===== config.mk =====
export PLATFORM = sky130hd
export DESIGN_NAME = uart_tx_scheduler
export DESIGN_NICKNAME = d
export VERILOG_FILES = /design/src/rtl/uart_tx_scheduler.sv
export SDC_FILE = /design/constraint.sdc
export NUM_CORES = 1
export LEC_CHECK = 0
export BUFFER_PORTS_ARGS = -buffer_cell sky130_fd_sc_hd__buf_2
export CAP_MARGIN = 20
export CORE_MARGIN = 1
export CORE_UTILIZATION = 40
export DETAILED_ROUTE_END_ITERATION = 10
export HOLD_SLACK_MARGIN = 0.15
export PLACE_DENSITY = 0.64
export SETUP_SLACK_MARGIN = 0.15
export SLEW_MARGIN = 10
export SYNTH_ARGS = -nofsm -noshare
export SYNTH_HDL_FRONTEND = slang
export SYNTH_SLANG_ARGS = --single-unit

===== constraint.sdc =====
create_clock -name clk -period 4.7 [get_ports clk]
set_input_delay 0.235 -clock clk [delete_from_list [all_inputs] [get_ports clk]]
set_output_delay 0.235 -clock clk [all_outputs]
set_load 0.01 [all_outputs]

===== src/rtl/uart_tx_scheduler.sv =====
`default_nettype none
// ============================================================================
// Module  : uart_tx_scheduler
// Brief   : Round-robin arbiter that shares one UART transmitter among
//           NUM_REQ byte requesters and paces sends to one frame plus gap.
// Revision: 1.0 - initial release
// ============================================================================

module uart_tx_scheduler #(
    parameter int NUM_REQ      = 4,
    parameter int CLKS_PER_BIT = 868,
    parameter int FRAME_BITS   = 10,
    parameter int GAP_CLKS     = 0,
    localparam int ID_W        = (NUM_REQ > 1) ? $clog2(NUM_REQ) : 1
) (
    input  logic                 clk,
    input  logic                 rst,
    input  logic [NUM_REQ-1:0]   req_i,
    input  logic [8*NUM_REQ-1:0] req_data_i,
    output logic [NUM_REQ-1:0]   ack_o,
    output logic                 tx_send_o,
    output logic [7:0]           tx_data_o,
    output logic                 busy_o,
    output logic [ID_W-1:0]      grant_id_o
);

    localparam int C_FRAME_CLKS = CLKS_PER_BIT * FRAME_BITS;
    localparam int C_TOTAL_CLKS = C_FRAME_CLKS + GAP_CLKS;
    localparam int CNT_W        = $clog2(C_TOTAL_CLKS) + 1;

    typedef enum logic [1:0] {
        ST_IDLE = 2'd0,
        ST_SEND = 2'd1,
        ST_WAIT = 2'd2
    } state_t;

    state_t            state_q, state_d;
    logic [ID_W-1:0]   ptr_q, ptr_d;
    logic [ID_W-1:0]   grant_q, grant_d;
    logic [7:0]        data_q, data_d;
    logic [CNT_W-1:0]  cnt_q, cnt_d;

    logic              req_found;
    logic [ID_W-1:0]   pick_id;
    logic [ID_W:0]     cand_sum;
    logic [ID_W-1:0]   cand_id;

    // Scan from the highest offset down so the lowest offset from ptr wins.
    always_comb begin
        req_found = 1'b0;
        pick_id   = '0;
        cand_sum  = '0;
        cand_id   = '0;
        for (int k = NUM_REQ - 1; k >= 0; k--) begin
            cand_sum = {1'b0, ptr_q} + (ID_W + 1)'(k);
            if (cand_sum >= (ID_W + 1)'(NUM_REQ)) begin
                cand_sum = cand_sum - (ID_W + 1)'(NUM_REQ);
            end
            cand_id = cand_sum[ID_W-1:0];
            if (req_i[cand_id]) begin
                req_found = 1'b1;
                pick_id   = cand_id;
            end
        end
    end

    always_comb begin
        state_d   = state_q;
        ptr_d     = ptr_q;
        grant_d   = grant_q;
        data_d    = data_q;
        cnt_d     = cnt_q;
        tx_send_o = 1'b0;
        ack_o     = '0;
        busy_o    = 1'b0;

        case (state_q)
            ST_IDLE: begin
                if (req_found) begin
                    grant_d = pick_id;
                    data_d  = req_data_i[8*pick_id +: 8];
                    state_d = ST_SEND;
                end
            end
            ST_SEND: begin
                tx_send_o = 1'b1;
                ack_o     = NUM_REQ'(1) << grant_q;
                busy_o    = 1'b1;
                cnt_d     = CNT_W'(C_TOTAL_CLKS - 1);
                ptr_d     = (grant_q == ID_W'(NUM_REQ - 1)) ? '0 : grant_q + 1'b1;
                state_d   = ST_WAIT;
            end
            ST_WAIT: begin
                busy_o = 1'b1;
                // Leaving on the step to zero keeps busy at exactly one frame+gap including SEND.
                if (cnt_q <= CNT_W'(1)) begin
                    cnt_d   = '0;
                    state_d = ST_IDLE;
                end else begin
                    cnt_d = cnt_q - 1'b1;
                end
            end
            default: begin
                state_d = ST_IDLE;
            end
        endcase
    end

    always_ff @(posedge clk) begin
        if (rst) begin
            state_q <= ST_IDLE;
            ptr_q   <= '0;
            grant_q <= '0;
            data_q  <= 8'h00;
            cnt_q   <= '0;
        end else begin
            state_q <= state_d;
            ptr_q   <= ptr_d;
            grant_q <= grant_d;
            data_q  <= data_d;
            cnt_q   <= cnt_d;
        end
    end

    assign tx_data_o  = data_q;
    assign grant_id_o = grant_q;

endmodule

`default_nettype wire

---- Word-level counts from Yosys, hierarchy flattened ----
Index checks and enable logic that the tools add are counted.
word-level totals
  flip-flop bits (word level) ............. 29
  latch bits .............................. 0
  RAM bits ................................ 0
  memory bits (read-only) ................. 0
  input port bits ......................... 38
  output and inout port bits .............. 16
  word-level logic and storage cells ...... 64
  memories kept ........................... 0
cells by class
  $add $sub $neg .......................... 9
  multipliers ............................. 0
  divide/modulo/power cells ............... 0
  order comparisons ....................... 9
  equal/unequal tests ..................... 5
  shifts and indexed selects .............. 2
  muxes and demuxes ....................... 29
  bitwise operators ....................... 0
  reduce and logical (&&, ||, !) cells .... 5
operator list
  kind                                                               count
  indexed part select 32 x 6 -> 8 bit                                1
  one-hot mux 15 bit (2 select lines)                                1
  2-to-1 mux 2 bit                                                   11
  less-or-equal comparator 15 x 1 -> 1 bit, second input constant    1
  2-to-1 mux 15 bit                                                  1
  subtractor 15 x 1 -> 15 bit, second input constant                 1
  less-than comparator 2 x 3 -> 1 bit, second input constant         4
  2-to-1 mux 1 bit                                                   10
  greater-or-equal comparator 3 bit, second input constant           3
  binary-select mux 1 bit (select 2 bit)                             4
  subtractor 2 x 1 -> 2 bit, second input constant                   4
  adder 2 x 2 -> 3 bit, second input constant                        2
  one-hot mux 2 bit (3 select lines)                                 1
  equality test 2 bit, second input constant                         2
  2-to-1 mux 4 bit                                                   1
  != test 2 bit, second input constant                               2
  AND reduction 2 bit                                                2
  left shift 1 x 2 -> 4 bit, first input constant                    1
  adder 2 x 1 -> 3 bit, second input constant                        1
  greater-or-equal comparator 2 x 3 -> 1 bit, second input constant  1
  adder 2 x 1 -> 2 bit, second input constant                        1
  equality test 2 x 1 -> 1 bit, second input constant                1
  zero test 2 bit                                                    1
  nonzero test 2 bit                                                 1
  OR reduction 2 bit                                                 1

---- Logic depth before layout (Yosys ltp) ----
Gate-level depths: netlist of run 1.
  word-level depth ........................ 11
  depth in mapped cells ................... 8
  gate-level depth less buffers ........... 7

---- Worst setup path after synthesis of run 1 ----
No wires, ideal clock.
  path kind ............................... register -> register
  start point ............................. reg cnt_q[6]
  end point ............................... reg cnt_q[2]
  setup time .............................. 117 ps
  arrival time ............................ 1879 ps
  data required time ...................... 4583 ps
  path slack .............................. 2703 ps
  stages on the path, launching flop included .. 8
  buffers on the path ..................... 2
  clock period less this slack ............ 1997 ps
  cells stage by stage .................... dfxtp_1 > or4_1 > buf_2 > nor4_4 > and2_0 > buf_4 > o21ai_2 > a32o_1
between the ends
  longest elaborated chain between the ends .. 3
RTL lines
  item                                      RTL line  text
  start: declaration                        41        logic [CNT_W-1:0] cnt_q, cnt_d;
  start signal: assignment                  121       cnt_q <= cnt_d;
  less-or-equal comparator 15 x 1 -> 1 bit  96        if (cnt_q <= CNT_W'(1)) begin
  2-to-1 mux 15 bit                         96
  one-hot mux 15 bit (2 select lines)       77        case (state_q)
No other way between the ends.
A chain may end at the register's enable or synchronous reset.

---- Worst setup path in the final report of run 1 ----
  start point ............................. reg cnt_q[6]
  end point ............................... reg cnt_q[5]
Same word-level chain as after synthesis.

==> metrics, run 1 <==
status=complete, but fails checks; failing checks=DRC; post-synthesis xor/xnor area fraction=0%; R2R Path Start=cnt_q[6]; Adder-Cell Fraction of Synth Area=5.984%; largest net degree at the start of global routing=22; Rel. slew slack=51.50%; drt via density=5.632; clock root cell=clkbuf_8; Slew @ Worst Pin=just over 0.7 ns; Via Count=approximately 2000; multi-input logic area=1184 µm²; first-pass GRT wire length=7.824 mm; Filler Cell Count=458; Setup TNS Final=0 ns; Worst-path clk slew=0.07 ns; clock tree from TritonCTS=built; Synth area leaders=dfxtp_1 31%, mux2i_1 6.4%, ha_1 6.0%; post-synthesis cell area=1882 µm²; critical path arrival=2.52 ns; DRT Wirelength=around 4.6 mm; Row Count=24; mux share of post-synthesis cell area=6.383%; fmax=0.4287 GHz; hold_buf cts=0; initial core utilization=a little over two fifths; compound-gate portion of the synthesized area=27.26%; Reg2Reg Capture Point=cnt_q[5]; H-tree depth=2; largest area contributor in the netlist=dfxtp_1; Lkg Pwr=0.9901 nW; Final Max Tran Viols=0; register area share after synthesis=30.85%; # IOs=54; count of cell types in the netlist=44; worst hold path depth=3; nets@finish=339; global-route usage over all layers=between 15 and 20%; syn avg cell area=between 7 and 8 µm²; post-CTS resize count=0; VDD IR max=192.6 µV; clk_lat worst skew=0.29 ns; crit path launch type=flop; Yosys reg bits=29; Final Setup Violations=0; HP Start=req_data_i[7]; diodes inserted=0; vias in the first global route=1712; Core ar.=4444 µm²; initial DRC count=~110; minimum clock period=roughly 2.3 ns; area delta synth->final=20.08%; Port-buffer cells=53; first-pass iteration count of the detailed router=7; Mapped Nets=291; HP Class=input pin to flop; area share of the largest cell type after synthesis=between 30% and 40%; Async SR Flop Fraction=0%; Die H=~71 µm; largest family of logic cells by synthesized area=compound AO/OA/AOI/OAI gates; width of the die=70.59 µm; post-CTS setup buffer count=0; area share of and/or/nand/nor cells after synthesis=23.27%; RSZ-0062 raised after global routing=false; Hold Vio Cnt, Final=0; kind of end point of the critical path=flop; Die ar.=4983 µm²; cts bufs inserted=5; Post-DP HPWL=~3.4 mm; layout cells sized above 1=23.89%; DRC=8; fin crit share=49.63%; pwr dens=479.3 nW/µm²; placed cell areas=2158 µm²; synthesized netlist cell count=244; flip-flop and latch area=580.6 µm²; CTS Buffer Depth=2; worst endpoint required time=4.88 ns; CP max FO=8; WL per Instance=13.35 µm; Worst Hold End=tx_data_o[7]; antenna violations before repair=0; skew final=0.005431 ns; Top FF cell, synth=dfxtp_1; Hold Slack=0.2544 ns; Remaining Overflow, GRT=0; GP Congestion=between 0.8 and 0.9; Setup Crit Path Kind=flop to flop; number of synthesized flops with an enable pin=0; final std cell area, no fill=2260 µm²; Ys Warns=0; antenna violation net count after detailed routing=0; register-to-register setup slack=around 2.4 ns; # clock sinks=29; reg2reg path depth=5; Max Cap Viol=0
## cells in the mapped netlist (3+ instances only)
cell type and count:
nor2b_1 5, and2_1 5, a31oi_1 11, buf_2 4
o211ai_1 11, inv_1 16, nand2_1 30, nand3_1 3
o21ai_0 18, nor2_1 16, nor3_1 10, dfxtp_1 29
o221a_2 3, mux2i_1 12, ha_1 9, a21oi_1 18
clkbuf_1 7, nand2b_1 4
## flip-flops by register name, indices dropped and copies added (netlist names)
signal,flops
grant_id_o,2
ptr_q,2
cnt_q,15
tx_data_o,8
state_q,2
## layout make-up
class                   count  share of cell area (%)
clock buffers               7                   4.264
flip-flops and latches     29                   25.69
clock inverters             1                  0.2215
multi-input cells         186                   52.38
repair buffers             53                   11.74
inverters                  17                   2.824
well taps                  52                   2.879
## how the worst max path moves through the flow
stage                     endpoint      from  slack (ns)
after floorplan           cnt_q[2]  cnt_q[6]        2.70
after global placement    cnt_q[2]  cnt_q[6]        2.44
after detailed placement  cnt_q[5]  cnt_q[6]        2.42
after CTS                 cnt_q[5]  cnt_q[6]        2.40
after global routing      cnt_q[5]  cnt_q[6]        2.26
final                     cnt_q[5]  cnt_q[6]        2.37
## cells by family (layout without fill, tap and decap cells)
family	Yosys count	after routing
flops	29	29
fa+ha+maj	9	9
buf+inv	29	78
compound gates	78	78
mux	12	12
simple gates	87	87
## routing by layer
layer / share of wire (%) / GRT usage [%]
met2: 42 / 29.23
met4: 1.6 / 8.889
met3: 6.3 / 3.989
met1: 50 / 27.68
met5: 0 / 0
## per-stage QoR
stage / util [%] / setup slack (ns) / cells / total power, W
floorplan: - / 2.703 / 244 / 0.0007334
global placement: 48.56 / 2.444 / 337 / 0.0008496
detailed placement: 48.56 / 2.416 / 337 / 0.0008497
CTS: 50.84 / 2.404 / 345 / 0.001083
global route: 50.84 / 2.260 / 345 / 0.001164
finish: 50.84 / 2.367 / 345 / 0.001083
## worst max-delay path, cell delays in order (launching register included)
cell and delay (ns):
dfxtp_1 0.35, or4_1 0.69, nor4_4 0.40, and2_0 0.41
o21ai_0 0.17, a32o_1 0.22
## power breakdown
| group | switching, W | total (W) | internal, W |
|---|---|---|---|
| clock | 0.0000979 | 0.000230 | 0.000132 |
| combinational | 0.000302 | 0.000496 | 0.000194 |
| sequential | 0.0000519 | 0.000357 | 0.000305 |
| total | 0.000452 | 0.00108 | 0.000631 |
## cell usage in the layout (no fill, tap or decap), types with 2 or more instances in the layout
cell	count
a21oi_1	18
a31oi_1	11
a32o_1	2
and2_1	5
buf_2	53
clkbuf_8	7
dfxtp_1	29
ha_1	9
inv_1	16
mux2i_1	12
nand2_1	30
nand2b_1	4
nand3_1	3
nand4_1	2
nor2_1	16
nor2b_1	5
nor3_1	10
o211ai_1	11
o21a_1	2
o21ai_0	18
o221a_2	3
o311ai_0	2
or2_2	2
or3_1	2
or4_1	2
(Power assumes the default switching activity.)
==> run 2, diff against run 1 <==
Settings changed: ABC_AREA from default to 1, PLACE_DENSITY 0.64 to 0.66.
Clock period 4.7 ns to 2.1 ns, I/O delays scaled along.
==> run 2 against run 1 <==
Against the previous run: the run now ends clean; core utilization grew 2.1 points; area after synthesis increased by 6.6%; register-to-register slack worse by 2.1 ns; worst setup slack lost 2.1 ns; sequential power grew to 2.7 times the previous value; combinational power rose to 5.3 times the previous value; via count grew 6.1%; clock skew down 0.00089 ns; critical path depth is 5 higher; die area rose by 6.4%; global-route usage is 0.29 points lower; clock power up 120%.
==> metrics, run 2 <==
status=completed; largest area contributor in the netlist=dfxtp_1; antenna violations before repair=0; minimum clock period=1.794 ns; skew final=0.004536 ns; Ys Warns=0; layout cells sized above 1=26.24%; first-pass GRT wire length=around 8.1 mm; Post-DP HPWL=3.627 mm; H-tree depth=2; Final Max Tran Viols=0; crit-path max cell delay=approximately 0.34 ns; Post-Route Utilization=52.92%; met2 WL=between 2 and 2.5 mm; # clock sinks=29; RSZ-0062 raised after global routing=false; Most flops, register=cnt_q; count of cell types in the netlist=32; cts bufs inserted=5; syn avg cell area=6.753 µm²; Worst path most repeated cell=nand2_1; Setup Crit Path Kind=flop to flop; nets@finish=slightly above 400; Lkg Pwr=1.316 nW; number of synthesized flops with an enable pin=0; Mapped Nets=344; # IOs=54; met3 routed WL=206 µm; Top Family by Delay on Critical Path=simple AND/OR/NAND/NOR gates; most frequent cells in the layout=67 x nand2_1, 53 x buf_2, 34 x inv_1, 33 x nand3_1, 29 x nor2_1; Adder-Cell Fraction of Synth Area=5.614%; Yosys reg bits=29; placed cell areas=approximately 2300 µm²; WL per Instance=roughly 11 µm; Setup TNS Final=0 ns; Worst-path clk slew=0.06 ns; count leader, synth=nand2_1; drt via density=4.807; diodes inserted=0; Via Count=2062; GP Congestion=0.8655; DRC=0; first-pass iteration count of the detailed router=4; CP max FO=7; Max Used Layer=met4; mux share of post-synthesis cell area=0%; DRT Wirelength=4.799 mm; Async SR Flop Fraction=0%; VDD IR max=573.7 µV; fin crit share=85.41%; Slew @ Worst Pin=0.4345 ns; worst endpoint required time=2.27 ns; clock tree from TritonCTS=built; global-route usage over all layers=between 10% and 20%; compound-gate portion of the synthesized area=12.85%; clock root cell=clkbuf_8; area share of and/or/nand/nor cells after synthesis=a little under two fifths; Port-buffer cells=53; initial DRC count=79; largest net degree at the start of global routing=18; worst setup margin=approximately 0.3 ns; post-synthesis cell area=2006 µm²; Max Cap Viol=0; largest family of logic cells by synthesized area=simple AND/OR/NAND/NOR gates; area share of the largest cell type after synthesis=28.95%; vias in the first global route=between 1500 and 2000; area delta synth->final=26.26%; kind of end point of the critical path=flop; Cell Chain, Critical Path=nor2_1, nand4_1, nor2_2, nand3_1, nand2_1, inv_1, nand2_1, nand2_1, nand2_2, nor2_1; crit path buf inv count=1; post-synthesis xor/xnor area fraction=slightly below 5%; most common library cells after synthesis=68 x nand2_1, 35 x inv_1, 33 x nand3_1, 31 x nor2_1, 29 x dfxtp_1; final std cell area, no fill=2532 µm²; crit path launch type=flop; synthesized netlist cell count=297; width of the die=72.81 µm; Synth area leaders=dfxtp_1 29%, nand2_1 13%, nand3_1 8.2%; Top FF cell, synth=dfxtp_1; fmax=about 0.56 GHz; CTS Buffer Depth=2; initial core utilization=41.91%; Rel. slew slack=71.00%; register area share after synthesis=28.95%; critical path arrival=about 2.0 ns; Final Setup Violations=0; CP max-delay cell=dfxtp_1; antenna violation net count after detailed routing=0; commonest non-fill, non-tap cell in the layout=nand2_1; Die ar.=between 5000 and 6000 µm²; Remaining Overflow, GRT=0; Row Count=25; dpl ws=0.2160 ns; clk_lat worst skew=0.29 ns; HP Class=input pin to flop; metal1 wirelength=between 2 and 2.5 mm; Core ar.=4786 µm²; pwr dens=1633 nW/µm²; Hold Vio Cnt, Final=0; max reg flops=15; Die H=72.81 µm
## run 2: cell count changes after synthesis, moves of 6 or more
cell      change
o211ai_1     -11
nor3_1        -7
xnor2_1       +6
inv_1        +19
o21ai_0       -6
nor2_1       +15
mux2i_1      -12
nand3_1      +30
a31oi_1      -11
nand2_1      +38
## run 2: path summary, 6_finish.rpt
| check | from | to | slack [ns] | cells after the start |
|---|---|---|---|---|
| setup reg to reg | cnt_q[2] | cnt_q[11] | 0.31 | 10 |
| hold reg to reg | cnt_q[12] | cnt_q[12] | 0.49 | 2 |
| setup / recovery | cnt_q[2] | cnt_q[11] | 0.31 | 10 |
| hold / removal | req_data_i[4] | tx_data_o[4] | 0.16 | 5 |
## run 2: where the power goes
group | switching [W] | internal [W] | total (W)
clock | 0.000217 | 0.000296 | 0.000513
combinational | 0.00163 | 0.00102 | 0.00265
sequential | 0.000191 | 0.000779 | 0.000970
total | 0.00204 | 0.00210 | 0.00414
## run 2: cell families (layout without fill, tap and decap cells)
family          count (synthesis)  count (layout)
compound gates                 43              43
xor+xnor                       11              11
fa+ha+maj                       9               9
buf+inv                        48             113
flops                          29              29
simple gates                  157             157
## run 2: timing repair
action	4_1_cts	5_1_grt
hold buffers	6	0
endpoints found under the hold margin	6	0
gates resized for setup	0	9
endpoints found under the setup margin	0	15
setup buffers	0	2
## run 2: stage by stage
stage | cells | hold WS (ns) | total power [W]
after CTS | 427 | 0.1608 | 0.004036
after global routing | 429 | 0.1821 | 0.004522
after global placement | 413 | 0.3472 | 0.003481
final | 429 | 0.1626 | 0.004136
after detailed placement | 413 | 0.3494 | 0.003505
after floorplan | 297 | 0.2409 | 0.002975
## run 2: final cells by class
type	count	area, µm²
Timing Repair Buffer	66	377.9
Fill cell	478	2253
Tap cell	67	83.83
Sequential cell	29	581.8
Multi-Input combinational cell	220	1236
Inverter	39	151.4
Clock inverter	1	5.005
Clock buffer	7	96.34
## run 2: layer usage
metal,global-route usage [%],vias to the layer above
met4,7.190,0
met5,0,-
met1,25.91,911
met3,3.729,11
li1,-,1089
met2,31.05,51
## run 2: worst min-delay path, cell delays in order
cell     delay, ns
buf_2         0.08
nand2_1       0.04
nand2_1       0.05
a21oi_1       0.04
nor2_1        0.09
